<file path="src/rtl/spi_arb_pkg.sv">
// Shared types and defaults for the SPI bus arbiter.
package spi_arb_pkg;

    typedef enum logic [1:0] {
        IDLE   = 2'd0,
        LAUNCH = 2'd1,
        BUSY   = 2'd2,
        GUARD  = 2'd3
    } spi_arb_state_t;

    localparam int GUARD_CYC_DEF = 2;
    localparam int TMO_CYC_DEF   = 4095;

    // counter widths sized for the legal parameter ranges (1..15, 16..4095)
    localparam int GUARD_W = 4;
    localparam int TMO_W   = 12;

endpackage

</file>
<file path="src/rtl/spi_arb_rr_arb2.sv">
// Two-way round-robin arbiter. The pointer moves only when a grant is
// taken (advance), so the requester not served last wins a tie.
module rr_arb2
    import spi_arb_pkg::*;
(
    input  logic       clk,
    input  logic       rst_n,
    input  logic [1:0] req,
    input  logic       advance,
    output logic       gnt_id,
    output logic       vld
);

    logic fav1;

    // grant decode: a lone request wins outright, a tie goes to the favoured side
    always_comb begin
        vld = |req;
        if (req == 2'b11) gnt_id = fav1;
        else              gnt_id = req[1];
    end

    // favour the other requester after each accepted grant
    always_ff @(posedge clk or negedge rst_n) begin
        if (!rst_n)       fav1 <= 1'b0;
        else if (advance) fav1 <= ~gnt_id;
    end

endmodule

</file>
<file path="src/rtl/spi_arb.sv">
// Arbiter sharing one 16-bit SPI master between the inertial sensor
// (requester 0) and the A2D (requester 1).
// Optional feature macro: SPI_ARB_TMO_EN adds a BUSY timeout that aborts
// with err, a done pulse and rd_data = 16'hFFFF.
//
// state  | meaning
// IDLE   | sample requests, latch winner and its command
// LAUNCH | one-cycle m_wrt start pulse to the SPI master
// BUSY   | wait for m_done (or timeout when enabled)
// GUARD  | GUARD_CYC forced idle cycles, requests not sampled
module spi_arb
    import spi_arb_pkg::*;
#(
    parameter int GUARD_CYC = GUARD_CYC_DEF,
    parameter int TMO_CYC   = TMO_CYC_DEF
) (
    input  logic        clk,
    input  logic        rst_n,
    input  logic        req0,
    input  logic [15:0] cmd0,
    input  logic        req1,
    input  logic [15:0] cmd1,
    output logic        done0,
    output logic        done1,
    output logic [15:0] rd_data,
    output logic        err,
    output logic        m_wrt,
    output logic [15:0] m_cmd,
    input  logic        m_done,
    input  logic [15:0] m_rd_data,
    input  logic        m_SS_n,
    output logic        SS0_n,
    output logic        SS1_n
);

    if (GUARD_CYC < 1 || GUARD_CYC > 15 || TMO_CYC < 16 || TMO_CYC > 4095) begin : g_bad_param
        $error("spi_arb: GUARD_CYC or TMO_CYC out of range");
    end

    spi_arb_state_t     state, state_nxt;
    logic               gnt_id;
    logic               arb_gnt, arb_vld, advance;
    logic               finish, tmo_hit;
    logic [GUARD_W-1:0] guard_cnt;
    logic [1:0]         done_q;

    rr_arb2 u_arb (
        .clk     (clk),
        .rst_n   (rst_n),
        .req     ({req1, req0}),
        .advance (advance),
        .gnt_id  (arb_gnt),
        .vld     (arb_vld)
    );

`ifdef SPI_ARB_TMO_EN
    logic [TMO_W-1:0] tmo_cnt;

    // BUSY timeout down-counter, preloaded while the start pulse goes out
    always_ff @(posedge clk or negedge rst_n) begin
        if (!rst_n)                                tmo_cnt <= '0;
        else if (state == LAUNCH)                  tmo_cnt <= TMO_W'(TMO_CYC - 1);
        else if (state == BUSY && tmo_cnt != '0)   tmo_cnt <= tmo_cnt - 1'b1;
    end

    // a real m_done on the terminal cycle wins over the timeout
    assign tmo_hit = (state == BUSY) && (tmo_cnt == '0) && !m_done;

    // err pulses alongside the abort done pulse
    always_ff @(posedge clk or negedge rst_n) begin
        if (!rst_n) err <= 1'b0;
        else        err <= tmo_hit;
    end
`else
    assign tmo_hit = 1'b0;
    assign err     = 1'b0;
`endif

    assign finish = (state == BUSY) && (m_done || tmo_hit);

    // state register
    always_ff @(posedge clk or negedge rst_n) begin
        if (!rst_n) state <= IDLE;
        else        state <= state_nxt;
    end

    // next-state decode and the start pulse
    always_comb begin
        state_nxt = state;
        m_wrt     = 1'b0;
        advance   = 1'b0;
        unique case (state)
            IDLE: begin
                if (arb_vld) begin
                    advance   = 1'b1;
                    state_nxt = LAUNCH;
                end
            end
            LAUNCH: begin
                m_wrt     = 1'b1;
                state_nxt = BUSY;
            end
            BUSY: begin
                if (finish) state_nxt = GUARD;
            end
            GUARD: begin
                if (guard_cnt == '0) state_nxt = IDLE;
            end
            default: state_nxt = IDLE;
        endcase
    end

    // grant/command latch, read-data capture, done pulses and guard timer
    always_ff @(posedge clk or negedge rst_n) begin
        if (!rst_n) begin
            gnt_id    <= 1'b0;
            m_cmd     <= '0;
            rd_data   <= '0;
            done_q    <= '0;
            guard_cnt <= '0;
        end else begin
            done_q <= '0;
            if (advance) begin
                gnt_id <= arb_gnt;
                m_cmd  <= arb_gnt ? cmd1 : cmd0;
            end
            if (finish) begin
                rd_data   <= tmo_hit ? 16'hFFFF : m_rd_data;
                done_q    <= {gnt_id, ~gnt_id};
                guard_cnt <= GUARD_W'(GUARD_CYC - 1);
            end else if (state == GUARD && guard_cnt != '0) begin
                guard_cnt <= guard_cnt - 1'b1;
            end
        end
    end

    assign done0 = done_q[0];
    assign done1 = done_q[1];

    // route slave select only to the granted device while a transaction is open
    assign SS0_n = (state != IDLE && !gnt_id) ? m_SS_n : 1'b1;
    assign SS1_n = (state != IDLE &&  gnt_id) ? m_SS_n : 1'b1;

endmodule

</file>
<file path="config.mk">
export PLATFORM = sky130hd
export DESIGN_NAME = spi_arb
export DESIGN_NICKNAME = d
export VERILOG_FILES = /design/src/rtl/spi_arb_pkg.sv /design/src/rtl/spi_arb_rr_arb2.sv /design/src/rtl/spi_arb.sv
export SDC_FILE = /design/constraint.sdc
export NUM_CORES = 1
export LEC_CHECK = 0
export BUFFER_PORTS_ARGS = -buffer_cell sky130_fd_sc_hd__buf_2
export CAP_MARGIN = 5
export CORE_ASPECT_RATIO = 1.2
export CORE_MARGIN = 2
export CORE_UTILIZATION = 45
export CTS_CLUSTER_SIZE = 8
export DETAILED_ROUTE_END_ITERATION = 12
export PLACE_DENSITY_LB_ADDON = 0.25
export SYNTH_ARGS = -nofsm -noshare
export SYNTH_HDL_FRONTEND = slang
export SYNTH_SLANG_ARGS = --single-unit
</file>
<file path="constraint.sdc">
create_clock -name clk -period 2.5 [get_ports clk]
set_input_delay 0.5 -clock clk [delete_from_list [all_inputs] [get_ports clk]]
set_output_delay 0.5 -clock clk [all_outputs]
set_load 0.05 [all_outputs]
</file>
==> metrics.md, run 1 <==
| Metric | Value |
|---|---|
| Worst-margin pin slew | `0.7509 ns` |
| Global-route wire length before repair | `6.134 mm` |
| Total Die Area | `0.004673 mm^2` |
| #FFs+latches synth | `42` |
| Drt initial violations | `44` |
| Cts repair resizes | `0` |
| Status | `completed` |
| Critical Path Max Stage Delay | `0.40 ns` |
| Port Buffer Count | `90` |
| Crit Path Category | `register to output port` |
| Detailed placer's ending HPWL | `2.985 mm` |
| Vias in the first global route | `1375` |
| ANT cells | `0` |
| Final layout net count | `304` |
| Lkg Pwr | `1.286 nW` |
| WP data required | `2.00 ns` |
| Crit path launch type | `register` |
| GP Congestion | `0.7615` |
| Cells along the critical path | `inv_1 -> ha_1 -> or3_1 -> buf_2` |
| Reported max-cap violation count | `0` |
| Worst-path maximum fanout | `6` |
| Vias | `1481` |
| Num CTS Buffers | `5` |
| RSZ-0062 raised after global routing | `no` |
| Drt pass-1 iters | `4` |
| Period minus WS final | `2.150 ns` |
| Clk buf depth | `2` |
| Max_slew headroom | `0.4982` |
| Initial Util | `0.4690` |
| Synth Cell Area | `0.001863 mm^2` |
| Filler cells | `353` |
| Worst Path Arrival | `1.65 ns` |
| Setup TNS | `0 ns` |
| Standard-cell rows | `25` |
| Routed Antenna Nets | `0` |
| Synth warn | `0` |
| Min-delay worst type | `primary input to async pin` |
| CTS tree | `yes` |
| Max-slew violation count | `0` |
| Post-synthesis cell type count | `31` |
| GR Util All Layers | `0.1734` |
| CTS root buf | `clkbuf_8` |
| Num ports | `92` |
| Wire length per cell | `12.91 um` |
| Die Y | `74.49 um` |
| Cells after synthesis | `146` |
| Share of cells above drive strength 1 | `0.4549` |
| Clock Latency Late Sink | `0.29 ns` |
| Share of the synthesized area in the top cell type | `0.5641` |
| Mapped Avg Cell Area | `12.76 um^2` |
| GRT Residual Overflow | `0` |
| Reg clk slew, reported paths | `0.08 ns` |
| Area growth from synthesis to layout | `33.51%` |
| Post-synthesis sequential area ratio | `0.5641` |
| Remaining design rule violation count | `0` |
| Leading area contributor after synthesis | `dfrtp_1` |
| Die X | `62.74 um` |
| Critical path's slowest cell | `dfrtp_1` |
| Pwr dens | `1534 mW/mm^2` |
| Final setup fails | `0` |
| VDD IR-drop max | `0.6961 mV` |
| Via-to-Cell Ratio | `4.970` |
| Fin. Hold Viols | `0` |
| Skew final | `0.006074 ns` |
| Max Clock Freq | `465.2 MHz` |
| CP endpoint kind | `output port` |
| Area contributors post-synth | `dfrtp_1, a221o_1, mux2_1, ha_1, and2_0` |
| Layout Cells excl Fill | `298` |
| CORE AREA | `0.003973 mm^2` |
| Placed insts | `290` |
| Synthesized net count | `207` |
| Largest net degree at the start of global routing | `32` |
| Post-CTS setup buffer count | `0` |
| Routed WL | `3.848 mm` |
| Clock Sinks | `42` |
| Depth of the CTS H-tree | `2` |
| Initial antenna violation count | `0` |
| Hold_buf cts | `0` |
| Final Cycle Share | `0.8599` |
[registers in the layout, summed over array words and instances, names as in the netlist]
| signal | flops |
|---|---|
| done_q | 2 |
| gnt_id | 1 |
| guard_cnt | 4 |
| m_cmd | 16 |
| rd_data | 16 |
| state | 2 |
| u_arb.fav1 | 1 |
[synth_stat cells]
master,count
nand3b_1,1
mux2_2,4
a221oi_2,1
conb_1,1
nand2_1,6
clkbuf_1,2
mux2_1,13
a221o_1,16
ha_1,7
and2_0,10
dfrtp_1,42
nor3b_1,2
mux2i_1,1
o21a_1,1
or3b_4,1
nor3_1,2
nor4b_1,1
and2_1,6
nand3_1,3
and3_1,1
o21ai_1,1
a2bb2oi_1,1
buf_4,1
nor2_1,3
inv_1,7
a21o_1,2
a21oi_1,2
buf_2,3
or3_1,1
a21oi_2,2
o21ai_0,2
[power breakdown]
group	switching, W	total, W	internal, W
combinational	0.00151	0.00220	0.000689
sequential	0.000168	0.00117	0.00100
clock	0.000219	0.000442	0.000223
[placed cells by master, fill, tap and decap left out]
cell | synthesis | final
clkbuf_8 | 0 | 6
buf_4 | 1 | 6
a21o_1 | 2 | 2
nor4b_1 | 1 | 1
clkbuf_1 | 2 | 1
a21oi_2 | 2 | 2
and2_1 | 6 | 6
o21ai_0 | 2 | 2
and2_0 | 10 | 10
nand2_1 | 6 | 6
a221o_1 | 16 | 16
a21oi_1 | 2 | 2
nor2_1 | 3 | 3
o21ai_1 | 1 | 1
and3_1 | 1 | 1
nand3b_1 | 1 | 1
or3b_4 | 1 | 1
mux2_2 | 4 | 4
conb_1 | 1 | 1
clkinv_2 | 0 | 1
ha_1 | 7 | 7
a2bb2oi_1 | 1 | 1
nor3_1 | 2 | 2
o21a_1 | 1 | 1
or3_1 | 1 | 1
inv_1 | 7 | 7
buf_2 | 3 | 90
nand3_1 | 3 | 3
mux2_1 | 13 | 13
dfrtp_1 | 42 | 42
mux2i_1 | 1 | 1
nor3b_1 | 2 | 2
a221oi_2 | 1 | 1
[critical path: cells and delay by family (launching register included)]
family | cells | cell delay [ns]
flops | 1 | 0.40
simple gates | 1 | 0.36
buf+inv | 2 | 0.32
fa+ha+maj | 1 | 0.28
[cells by family (layout without fill, tap and decap cells)]
| group | count (synthesis) | after routing | share of synthesized area |
|---|---|---|---|
| buffers and inverters | 13 | 111 | 0.03022 |
| flip-flops | 42 | 42 | 0.5641 |
| AO/OA/AOI/OAI | 28 | 28 | 0.1336 |
| AND/OR/NAND/NOR | 37 | 37 | 0.1148 |
| other | 1 | 1 | 0.002013 |
| multiplexers | 18 | 18 | 0.1081 |
| adder cells (fa/ha/maj) | 7 | 7 | 0.04701 |
[final cells by class]
cell class | instances | area (um^2) | share of cell area
sequential | 42 | 1051 | 0.4225
multi-input combinational | 91 | 755.7 | 0.3038
timing repair buffer | 96 | 495.5 | 0.1992
clock buffer | 7 | 86.33 | 0.03471
tap | 54 | 67.56 | 0.02716
inverter | 7 | 26.28 | 0.01056
clock inverter | 1 | 5.005 | 0.002012
[per-stage QoR]
stage / cell area, um^2 / utilization / power [W] / setup slack, ns / hold WS [ns]
3_5_place_dp: 2396 / 0.6032 / 0.003409 / 0.6135 / 0.3907
6_report: 2487 / 0.6261 / 0.003815 / 0.3502 / 0.07013
4_1_cts: 2487 / 0.6261 / 0.003857 / 0.3317 / 0.07009
3_3_place_gp: 2396 / 0.6032 / 0.003375 / 0.6622 / 0.3892
5_1_grt: 2487 / 0.6261 / 0.004050 / 0.2727 / 0.07435
2_1_floorplan: 1863 / - / 0.002885 / 0.7450 / 0.2044
[final timing paths]
path | start | to | slack (ns) | cells after the start
worst max-delay path | state[0]$_DFFE_PN0P_ | SS0_n | 0.35 | 4
worst min-delay path | rst_n | state[1]$_DFFE_PN0P_ | 0.07 | 1
worst max register to register | state[0]$_DFFE_PN0P_ | rd_data[1]$_DFFE_PN0P_ | 0.63 | 4
worst min register to register | rd_data[10]$_DFFE_PN0P_ | rd_data[10]$_DFFE_PN0P_ | 0.48 | 1
max in group asynchronous | rst_n | m_cmd[15]$_DFFE_PN0P_ | 1.75 | 2
min in group clk | m_done | guard_cnt[3]$_DFFE_PN0P_ | 0.41 | 2
[metal layers]
layer | global-route usage | wire, um | vias to the layer above
met4 | 0.07654 | 88 | 0
met5 | 0 | 0 | -
met2 | 0.2855 | 1683 | 77
met3 | 0.07413 | 404 | 9
met1 | 0.2006 | 1672 | 674
li1 | - | - | 721
Power figures use the tool's default switching activity.
==> run 2, diff against run 1 <==
==> constraint.sdc (replaced) <==
create_clock -name clk -period 2.5 [get_ports clk]
set_input_delay 0.5 -clock clk [delete_from_list [all_inputs] [get_ports clk]]
set_output_delay 0.5 -clock clk [all_outputs]
set_load 0.01 [all_outputs]
==> metrics.md, run 2 (synthesis gave the netlist of run 1 again) <==
| Metric | Value |
|---|---|
| Status | `completed (unchanged)` |
| Die X | `62.74 um (unchanged)` |
| Wire length per cell | `12.85 um (was 12.91 um)` |
| Met3 Usage GRT | `0.05144 (was 0.07413)` |
| Depth of the CTS H-tree | `2 (unchanged)` |
| Fin util | `0.6205 (was 0.6261)` |
| Area growth from synthesis to layout | `32.30% (was 33.51%)` |
| Initial Util | `0.4690 (unchanged)` |
| RSZ-0062 raised after global routing | `no (unchanged)` |
| Worst-margin pin slew | `0.8848 ns (was 0.7509 ns)` |
| Standard-cell rows | `25 (unchanged)` |
| ANT cells | `0 (unchanged)` |
| Setup WS pre-CTS | `0.5704 ns (was 0.6135 ns)` |
| Detailed placer's ending HPWL | `2.887 mm (was 2.985 mm)` |
| Clock Latency Late Sink | `0.28 ns (was 0.29 ns)` |
| Vias | `1480 (was 1481)` |
| Skew final | `0.006299 ns (was 0.006074 ns)` |
| CORE AREA | `0.003973 mm^2 (unchanged)` |
| Min-delay worst type | `primary input to async pin (unchanged)` |
| Total Die Area | `0.004673 mm^2 (unchanged)` |
| Final setup fails | `0 (unchanged)` |
| Lkg Pwr | `1.272 nW (was 1.286 nW)` |
| Drt pass-1 iters | `4 (unchanged)` |
| Critical Path Max Stage Delay | `0.39 ns (was 0.40 ns)` |
| Post-CTS setup buffer count | `0 (unchanged)` |
| Final Cycle Share | `0.8208 (was 0.8599)` |
| WP data required | `2.00 ns (about the same)` |
| Num ports | `92 (unchanged)` |
| Cells along the critical path | `inv_1 -> ha_1 -> or3_1 -> buf_2 (unchanged)` |
| Vias in the first global route | `1480 (was 1375)` |
| Gr busiest metal | `met2 (unchanged)` |
| Routed WL | `3.790 mm (was 3.848 mm)` |
| Crit Path Category | `register to output port (unchanged)` |
| Via-to-Cell Ratio | `5.017 (was 4.970)` |
| Met2 Track Usage GR | `0.3118 (was 0.2855)` |
| FF-to-FF path depth | `4 (unchanged)` |
| Most common cell after layout, fill and taps aside | `buf_2 (unchanged)` |
| Share of cells above drive strength 1 | `0.4481 (was 0.4549)` |
| Setup TNS | `0 ns (unchanged)` |
| Worst-path maximum fanout | `6 (unchanged)` |
| Critical path's slowest cell | `dfrtp_1 (unchanged)` |
| CTS tree | `yes (unchanged)` |
| Reg clk slew, reported paths | `0.07 ns (was 0.08 ns)` |
| Most frequent cells in the layout | `buf_2, dfrtp_1, a221o_1 (unchanged)` |
| Fin. Hold Viols | `0 (unchanged)` |
| Reported max-cap violation count | `0 (unchanged)` |
| Clock Sinks | `42 (unchanged)` |
| Fin Hold WS | `0.3371 ns (was 0.07013 ns)` |
| Max Clock Freq | `487.3 MHz (was 465.2 MHz)` |
| Hold_buf cts | `0 (unchanged)` |
| R2R setup slack | `0.64 ns (was 0.63 ns)` |
| Biggest regs | `m_cmd x16, rd_data x16, guard_cnt x4 (unchanged)` |
| Pwr dens | `1188 mW/mm^2 (was 1534 mW/mm^2)` |
| Max-slew violation count | `0 (unchanged)` |
| Met1 usage | `0.2174 (was 0.2006)` |
| Final worst setup slack | `0.4479 ns (was 0.3502 ns)` |
| GRT Residual Overflow | `0 (unchanged)` |
| Largest net degree at the start of global routing | `43 (was 32)` |
| Num CTS Buffers | `5 (unchanged)` |
| Clk buf depth | `2 (unchanged)` |
| Crit path launch type | `register (unchanged)` |
| VDD IR-drop max | `0.5447 mV (was 0.6961 mV)` |
| Routed Antenna Nets | `0 (unchanged)` |
| Cts repair resizes | `0 (unchanged)` |
| Initial antenna violation count | `0 (unchanged)` |
| Remaining design rule violation count | `0 (unchanged)` |
| Final layout net count | `301 (was 304)` |
| GR Util All Layers | `0.1793 (was 0.1734)` |
| GP Congestion | `0.7522 (was 0.7615)` |
| Die Y | `74.49 um (unchanged)` |
| Global-route wire length before repair | `6.582 mm (was 6.134 mm)` |
| Worst Path Arrival | `1.55 ns (was 1.65 ns)` |
| Drt initial violations | `39 (was 44)` |
| Max_slew headroom | `0.4101 (was 0.4982)` |
| Layout Cells excl Fill | `295 (was 298)` |
| Placed insts | `287 (was 290)` |
| CTS root buf | `clkbuf_8 (unchanged)` |
| CP endpoint kind | `output port (unchanged)` |
| Port Buffer Count | `90 (unchanged)` |
| Period minus WS final | `2.052 ns (was 2.150 ns)` |
[run 2: cell count changes in the layout (fill, tap and decap cells not counted), sizes merged]
cell / previous run / this run
buf: 96 / 93
[run 2: final timing paths]
path,start,end
max in group asynchronous,rst_n,state[1]$_DFFE_PN0P_
worst min-delay path,rst_n,rd_data[8]$_DFFE_PN0P_
min in group clk,m_rd_data[7],rd_data[7]$_DFFE_PN0P_
worst min register to register,rd_data[13]$_DFFE_PN0P_,rd_data[13]$_DFFE_PN0P_
worst max-delay path,state[0]$_DFFE_PN0P_,SS0_n
worst max register to register,state[0]$_DFFE_PN0P_,rd_data[15]$_DFFE_PN0P_
[run 2: layout make-up]
cell class | instances | area (um^2)
fill | 348 | 1508
sequential | 42 | 1051
multi-input combinational | 91 | 755.7
timing repair buffer | 93 | 473.0
clock buffer | 7 | 86.33
tap | 54 | 67.56
inverter | 7 | 26.28
clock inverter | 1 | 5.005
[run 2: critical path, delay by kind of cell, from the launching register on]
family / cells / cell delay (ns)
flops: 1 / 0.39
buf+inv: 2 / 0.24
fa+ha+maj: 1 / 0.27
simple gates: 1 / 0.37
[run 2: where the power goes]
group	internal (W)	switching [W]	leakage (nW)	total [W]
Combinational	0.000671	0.000646	0.708	0.00132
Sequential	0.00100	0.000174	0.515	0.00118
Clock	0.000223	0.000211	0.0482	0.000434
Total	0.00190	0.00103	1.27	0.00293
[run 2: per-stage QoR]
| step | power (W) | instance area, um^2 |
|---|---|---|
| after floorplan | 0.002035 | 1863 |
| after global placement | 0.002493 | 2374 |
| final | 0.002928 | 2465 |
| after detailed placement | 0.002526 | 2374 |
| after global routing | 0.003179 | 2465 |
| after CTS | 0.002970 | 2465 |
[run 2: per-layer routing]
metal / share of wire / up-vias / wire length, um
li1: - / 711 / -
met2: 0.45 / 75 / 1709
met3: 0.087 / 8 / 329
met4: 0.016 / 0 / 62
met1: 0.45 / 686 / 1689
met5: 0 / - / 0
